--- config.mk ---
export PLATFORM = sky130hd
export DESIGN_NAME = fft_peak_detect
export DESIGN_NICKNAME = d
export VERILOG_FILES = /design/src/rtl/fft_peak_detect.sv
export SDC_FILE = /design/constraint.sdc
export NUM_CORES = 2
export LEC_CHECK = 0
export BUFFER_PORTS_ARGS = -buffer_cell sky130_fd_sc_hd__buf_2
export CORE_MARGIN = 5
export CORE_UTILIZATION = 55
export CTS_BUF_LIST = sky130_fd_sc_hd__clkbuf_4
export CTS_CLUSTER_DIAMETER = 80
export DETAILED_ROUTE_END_ITERATION = 8
export PLACE_DENSITY = 0.72
export SETUP_SLACK_MARGIN = 0.15
export SLEW_MARGIN = 15
export SYNTH_ARGS = -nofsm -noshare
export SYNTH_HDL_FRONTEND = slang
export SYNTH_SLANG_ARGS = --single-unit
--- constraint.sdc ---
create_clock -name clock -period 3.4 [get_ports clock]
set_input_delay 0.34 -clock clock [delete_from_list [all_inputs] [get_ports clock]]
set_output_delay 0.34 -clock clock [all_outputs]
set_load 0.005 [all_outputs]
--- src/rtl/fft_peak_detect.sv ---
// fft_peak_detect: streaming peak finder that runs after the 128-point FFT.
// Each bin's power re^2+im^2 goes through a three-stage pipeline. For every
// frame it reports the bin with the largest power, that power, and a
// saturating count of completed frames. A frame cut short by din_done is
// dropped, and partial pulses once to show this.
//
// Handshake: din_valid qualifies din_re/din_im in the same cycle. There is no
// ready, so the block consumes every valid beat in the cycle it appears.
module fft_peak_detect #(
    parameter int WIDTH   = 16,
    parameter int N       = 128,
    parameter int LOG2N   = 7,
    parameter int POW_W   = 33,
    parameter int SKIP_DC = 1
) (
    input  logic                    clock,
    input  logic                    reset,
    input  logic signed [WIDTH-1:0] din_re,
    input  logic signed [WIDTH-1:0] din_im,
    input  logic                    din_valid,
    input  logic                    din_done,
    output logic [LOG2N-1:0]        peak_bin,
    output logic [POW_W-1:0]        peak_pow,
    output logic                    frame_valid,
    output logic [15:0]             frame_count,
    output logic                    partial,
    output logic                    busy,
    output logic                    state_dbg
);

    localparam logic [LOG2N-1:0] LAST_BIN  = LOG2N'(N - 1);
    localparam logic [LOG2N-1:0] FIRST_BIN = LOG2N'((SKIP_DC != 0) ? 1 : 0);
    localparam logic             SKIP      = (SKIP_DC != 0);

    typedef enum logic {
        IDLE = 1'b0,
        ACC  = 1'b1
    } state_t;

    state_t state, state_nxt;

    logic [LOG2N-1:0] bin_cnt, cnt_after, cnt_nxt;
    logic             in_last;
    logic             abort;
    logic             a_load;

    // Stage A: squared components plus per-bin tags
    logic                 a_valid, a_first, a_last, a_use;
    logic [2*WIDTH-1:0]   a_re2, a_im2;
    logic [LOG2N-1:0]     a_bin;
    // Stage B: summed power
    logic                 b_valid, b_first, b_last, b_use;
    logic [POW_W-1:0]     b_pow;
    logic [LOG2N-1:0]     b_bin;
    // Stage C: running max
    logic                 c_valid;
    logic [POW_W-1:0]     max_pow;
    logic [LOG2N-1:0]     max_bin;

    logic                 kill_a, kill_b, c_take, c_upd;
    logic signed [2*WIDTH-1:0] re_ext, im_ext, re_sq, im_sq;

    // Bin counter look-ahead and end-of-stream abort decision
    always_comb begin
        in_last   = (bin_cnt == LAST_BIN);
        cnt_after = bin_cnt;
        if (din_valid) begin
            cnt_after = in_last ? '0 : bin_cnt + LOG2N'(1);
        end
        abort   = din_done && (cnt_after != '0);
        cnt_nxt = abort ? '0 : cnt_after;
        a_load  = din_valid && !abort;
        // Pipeline entries older than a last-bin tag belong to the previous,
        // already completed frame and must survive an abort.
        kill_a  = abort && !(a_valid && a_last);
        kill_b  = kill_a && !(b_valid && b_last);
        c_take  = b_valid && !kill_b;
        c_upd   = c_take && b_use && (b_first || (b_pow > max_pow));
    end

    // Sign-extended squares; both products are non-negative
    always_comb begin
        re_ext = {{WIDTH{din_re[WIDTH-1]}}, din_re};
        im_ext = {{WIDTH{din_im[WIDTH-1]}}, din_im};
        re_sq  = re_ext * re_ext;
        im_sq  = im_ext * im_ext;
    end

    // FSM next state: IDLE means the counter is at zero
    always_comb begin
        state_nxt = state;
        case (state)
            IDLE: if (din_valid && !abort && !in_last) state_nxt = ACC;
            ACC:  if (abort || (din_valid && in_last)) state_nxt = IDLE;
            default: state_nxt = IDLE;
        endcase
    end

    // State register and bin counter
    always_ff @(posedge clock or negedge reset) begin
        if (!reset) begin
            state   <= IDLE;
            bin_cnt <= '0;
        end else begin
            state   <= state_nxt;
            bin_cnt <= cnt_nxt;
        end
    end

    // Stage A: register the squares and the bin tags
    always_ff @(posedge clock or negedge reset) begin
        if (!reset) begin
            a_valid <= 1'b0;
            a_re2   <= '0;
            a_im2   <= '0;
            a_bin   <= '0;
            a_first <= 1'b0;
            a_last  <= 1'b0;
            a_use   <= 1'b0;
        end else begin
            a_valid <= a_load;
            a_re2   <= re_sq;
            a_im2   <= im_sq;
            a_bin   <= bin_cnt;
            a_first <= (bin_cnt == FIRST_BIN);
            a_last  <= in_last;
            a_use   <= !(SKIP && (bin_cnt == '0));
        end
    end

    // Stage B: zero-extended power sum
    always_ff @(posedge clock or negedge reset) begin
        if (!reset) begin
            b_valid <= 1'b0;
            b_pow   <= '0;
            b_bin   <= '0;
            b_first <= 1'b0;
            b_last  <= 1'b0;
            b_use   <= 1'b0;
        end else begin
            b_valid <= a_valid && !kill_a;
            b_pow   <= POW_W'({1'b0, a_re2}) + POW_W'({1'b0, a_im2});
            b_bin   <= a_bin;
            b_first <= a_first;
            b_last  <= a_last;
            b_use   <= a_use;
        end
    end

    // Stage C: running max and result load on the last bin of a frame
    always_ff @(posedge clock or negedge reset) begin
        if (!reset) begin
            c_valid     <= 1'b0;
            max_pow     <= '0;
            max_bin     <= '0;
            peak_bin    <= '0;
            peak_pow    <= '0;
            frame_valid <= 1'b0;
            frame_count <= '0;
        end else begin
            c_valid     <= c_take;
            frame_valid <= 1'b0;
            if (c_upd) begin
                max_pow <= b_pow;
                max_bin <= b_bin;
            end
            if (c_take && b_last) begin
                // Results come from the comparison itself, so a new frame's
                // first bin arriving next cycle cannot disturb them.
                peak_pow    <= c_upd ? b_pow : max_pow;
                peak_bin    <= c_upd ? b_bin : max_bin;
                frame_valid <= 1'b1;
                if (frame_count != 16'hFFFF) begin
                    frame_count <= frame_count + 16'd1;
                end
            end
        end
    end

    // Partial-frame pulse, one cycle after the abort
    always_ff @(posedge clock or negedge reset) begin
        if (!reset) begin
            partial <= 1'b0;
        end else begin
            partial <= abort;
        end
    end

    // Busy while accumulating or while anything is in flight
    always_comb begin
        busy      = (state == ACC) || a_valid || b_valid || c_valid;
        state_dbg = (state == ACC);
    end

endmodule

# After elaboration in Yosys (flattened, before gate mapping)
# Cells that the tools add are included.
# word_totals
ff_bits	226
input_bits	36
elab_cells	70
# classes
add_sub_neg	3
multipliers	2
magnitude_cmp	1
eq_ne	3
mux	9
n_bitwise	1
n_reduce_logical	28
# ops
op	n
$mul A16 B16 Y32	2
$add A32 B32 Y33	1
$gt A33 B33 Y1	1
$mux W33	1
$mux W7	4
$add A16 B1 Y16 const B	1
$ne A16 B16 Y1 const B	1
$logic_and A1 B1 Y1	13
$add A7 B1 Y7 const B	1
$eq A7 B1 Y1 const B	1
$eq A7 B7 Y1 const B	1
$logic_not A1 Y1	7
$logic_not A7 Y1	1
$reduce_bool A7 Y1	1
$logic_or A1 B1 Y1	5
$mux W1	3
$pmux W1 S2	1
$reduce_and A2 Y1	1
$not A1 Y1	1

# Depth between registers and ports, before layout
# depth
ltp_word	12
depth_mapped	26
ltp_nobuf	24

# Least setup slack after synthesis
# OpenSTA, ideal clock, no wires.
# synth_path
kind	input-to-reg
from	in din_re[15]
to	reg a_re2[31]
arrival_time_ns	5.958
setup_slack_ns	-2.683
cell_stages	21
cell_sequence	clkbuf_1 buf_1 nand2_1 fa_1 inv_1 fa_1 fa_1 fa_1 fa_1 inv_1 fa_1 inv_1 ha_1 a21o_1 a21oi_1 o211ai_1 a21oi_1 o211ai_1 a31oi_1 a21oi_1 xnor2_1
# synth_via
elab_chain_len	1
# synth_rtl
element	line_no	source
start, declared	18	input logic signed [WIDTH-1:0] din_re,
$mul A16 B16 Y32	85	re_sq = re_ext * re_ext;
via re_sq[31]	61	logic signed [2*WIDTH-1:0] re_ext, im_ext, re_sq, im_sq;
end signal, assigned	122	a_re2 <= re_sq;
end, declared	49	logic [2*WIDTH-1:0] a_re2, a_im2;
# The timed path passes the listed nets, and every way through them passes these cells.
# A chain may end at the register's enable or synchronous reset.

# Worst setup path after layout
# Same ends and word-level chain as after synthesis.

==> flow_summary.json <==
{
  "drt-wirelength-per-cell_um": 15.6,
  "ys_types": 67,
  "synth_ff_type": "dfrtp_1",
  "synth_seq_area_share_pct": 20.4,
  "syn_area_um2": 27500,
  "coreArea_um2": 49200,
  "die_w_um": 233,
  "drive_gt1_share_pct": 28.6,
  "place_congestion": 0.912,
  "drt_first_pass_iters": 5,
  "start_kind": "primary input",
  "cp_common_cell": "fa_1",
  "antenna_found_initial": 1,
  "ff2ff_setup_slack_ns": 0.37,
  "routed_wl_um": 62700,
  "drc": 0,
  "clock_latency_ns": 0.72,
  "cts_root_buffer": "clkbuf_4",
  "grt_max_degree": 108,
  "areaGrowthSynthToFinish_pct": 27.2,
  "finClkSkew_ns": 0.0727,
  "crit_path_max_fanout": 3,
  "yosysWarnings": 0,
  "crit_family": "adder cells",
  "hold_violations": 0,
  "status": "complete, but fails checks",
  "grt_pass1_vias": 23169,
  "hp-class": "primary input to register",
  "critical-path-slowest-cell": "fa_1",
  "cts_tree": "built",
  "htreeDepth": 2,
  "num_rows": 81,
  "cts_buffer_depth": 3,
  "rr_worst_depth": 10,
  "initial_core_util_pct": 55.9,
  "syn_inst": 2748,
  "synth.area.top_cells": "fa_1 (34%), dfrtp_1 (20%), ha_1 (11%)",
  "syn-num-nets": 3500,
  "tightest_slew_ns": 0.774,
  "clkSlewWorstSetupHoldPaths_ns": 0.06,
  "drtAntennaViolNets": 0,
  "gr-total-overflow": 0,
  "dp_hpwl_um": 51900,
  "crit_start": "din_re[15]",
  "cp_slowest_stage_delay_ns": 0.51,
  "rsz0062_at_grt": "yes",
  "drt-initial-drc-count": 893,
  "worstReg2RegEnd": "peak_pow[18]$_DFFE_PN0P_",
  "fin_ws_ns": -1.82,
  "die-area_um2": 54500,
  "yosysMostFrequentCell": "inv_1",
  "cp_data_required_time_ns": 3.98,
  "endpoint_kind": "register",
  "grt_usage_pct": 24.2,
  "cap_violations": 0,
  "rr_startpoint": "b_pow[18]$_DFF_PN0_",
  "crit_end": "a_re2[31]$_DFF_PN0_",
  "io_pins": 96,
  "tns_ns": -62.89,
  "yosysTopAreaCellShare_pct": 34.0,
  "yosys.area.top_type": "fa_1",
  "crit_type": "primary input to register",
  "cts_made_buffers": 57,
  "layout.nets": 4056,
  "path_cells": "buf_8, clkinvlp_4, buf_6, nor2_4, buf_6, fa_2, buf_4, fa_1, fa_1, fa_1, fa_1, inv_1, fa_1, inv_1, ha_4, and4_4, a31oi_2, o21ai_1, a211oi_2, buf_4, o211ai_1, a31oi_2, a21oi_2, xnor2_2",
  "fmax_mhz": 192,
  "synth.avg_cell_area_um2": 9.99,
  "vias_per_cell": 5.10,
  "synth_edf_count": 0,
  "grt_pass1_wl_um": 108000,
  "clock-sinks": 224,
  "violations": "negative setup slack",
  "n_fill_cell": 3581,
  "crit_cells": 24,
  "slew_violations": 0,
  "yosys_register_bits": 224,
  "worst-path-buf-inv": 8,
  "io_buffer_count": 95,
  "worstPathArrival_ns": 5.80,
  "min_period_over_period_pct": 154,
  "slew_headroom_pct": 48.4,
  "die_y_um": 233,
  "vias": 20459,
  "setup_viol_count_final": 50,
  "ys_top_cells_by_count": "inv_1 (693), fa_1 (466), ha_1 (250), dfrtp_1 (224), nand2_1 (224)",
  "async_flop_share_pct": 100,
  "fin_crit_ns": 5.22
}
## final cells by class
type,instances,area [um2],share of cell area (%)
multi-input combinational,1762,20400,58.3
sequential,224,5610,16.0
timing repair buffer,565,4770,13.7
inverter,694,2630,7.53
tap,664,831,2.38
clock buffer,79,593,1.70
clock inverter,21,131,0.376
antenna,1,2.50,0.00716
## cells by family (layout without fill, tap and decap cells)
group | after synthesis | count (layout) | synth area share [%]
xor gates and xnor gates | 129 | 129 | 4.11
AOI/OAI and AO/OA | 291 | 291 | 7.05
adders and majority gates | 716 | 716 | 45.4
and+or+nand+nor | 539 | 539 | 9.10
buffers and inverters | 762 | 1359 | 10.6
other | 0 | 1 | 0
DFF | 224 | 224 | 20.4
muxes | 87 | 87 | 3.36
## registers in the layout (all words and copies together), names as in the netlist, 7 cells and up
signal / count
a_bin: 7
a_im2: 31
a_re2: 31
b_bin: 7
b_pow: 33
bin_cnt: 7
frame_count: 16
max_bin: 7
max_pow: 33
peak_bin: 7
peak_pow: 33
## per-layer routing
metal / GRT usage (%) / vias up / part of all wire, %
li1: - / 9574 / -
met1: 30.6 / 10366 / 40
met2: 44.7 / 381 / 54
met3: 2.19 / 138 / 3.6
met4: 6.51 / 0 / 2.8
met5: 0 / - / 0
## how the worst min path moves through the flow
stage	from	end	slack (ns)	cells past startpoint
after floorplan	reset	a_bin[0]$_DFF_PN0_	0.04	0
after global placement	a_bin[4]$_DFF_PN0_	b_bin[4]$_DFF_PN0_	0.33	0
after detailed placement	a_bin[4]$_DFF_PN0_	b_bin[4]$_DFF_PN0_	0.33	0
after CTS	din_im[0]	a_im2[2]$_DFF_PN0_	0.05	3
after global routing	din_im[0]	a_im2[2]$_DFF_PN0_	0.08	3
final	din_im[0]	a_im2[2]$_DFF_PN0_	0.14	3
## cell usage in the layout, fill, tap and decap left out, drive strengths merged, types with 17 or more instances in the layout
cell type,Yosys,layout
a21o,36,36
a21oi,66,66
and2,67,67
and3,17,17
buf,14,560
clkbuf,54,79
clkinv,1,20
dfrtp,224,224
fa,466,466
ha,250,250
inv,693,691
mux2,41,41
mux2i,46,46
nand2,224,224
nand3,20,20
nor2,118,118
nor2b,22,22
nor3,20,20
o21ai,74,74
xnor2,96,96
xor2,33,33
## worst reg2reg max path, cell delays in order (launching register included)
cell     delay [ns]
dfrtp_1        0.41
ha_1           0.33
a21o_1         0.16
a21o_1         0.17
a21oi_1        0.18
o22ai_1        0.10
o31a_1         0.29
o31ai_4        0.45
buf_4          0.32
mux2i_1        0.37
o21ai_0        0.14
## stage by stage
stage               area (um2)  util [%]  worst slack [ns]  std cells  hold slack (ns)
CTS                      34400      69.9             -1.73       3984           0.0462
finish                   34900      71.1             -1.82       4010            0.137
floorplan                28400         -             -2.02       2748           0.0444
global placement         32100      65.3             -2.63       3832            0.333
global route             34900      71.1             -1.98       4010           0.0817
detailed placement       32100      65.3             -2.73       3832            0.335
## repair_timing
action,in CTS,in global routing
hold endpoints to repair,113,0
setup endpoints to repair,51,50
hold buffers,5,0
cloned,2,0
resized for setup,302,92
pin swaps,162,89
buffers inserted,45,25
Power is left out: the tool's default activity adds up to more than one toggle a clock period on the data nets, which glitch-free logic cannot reach.
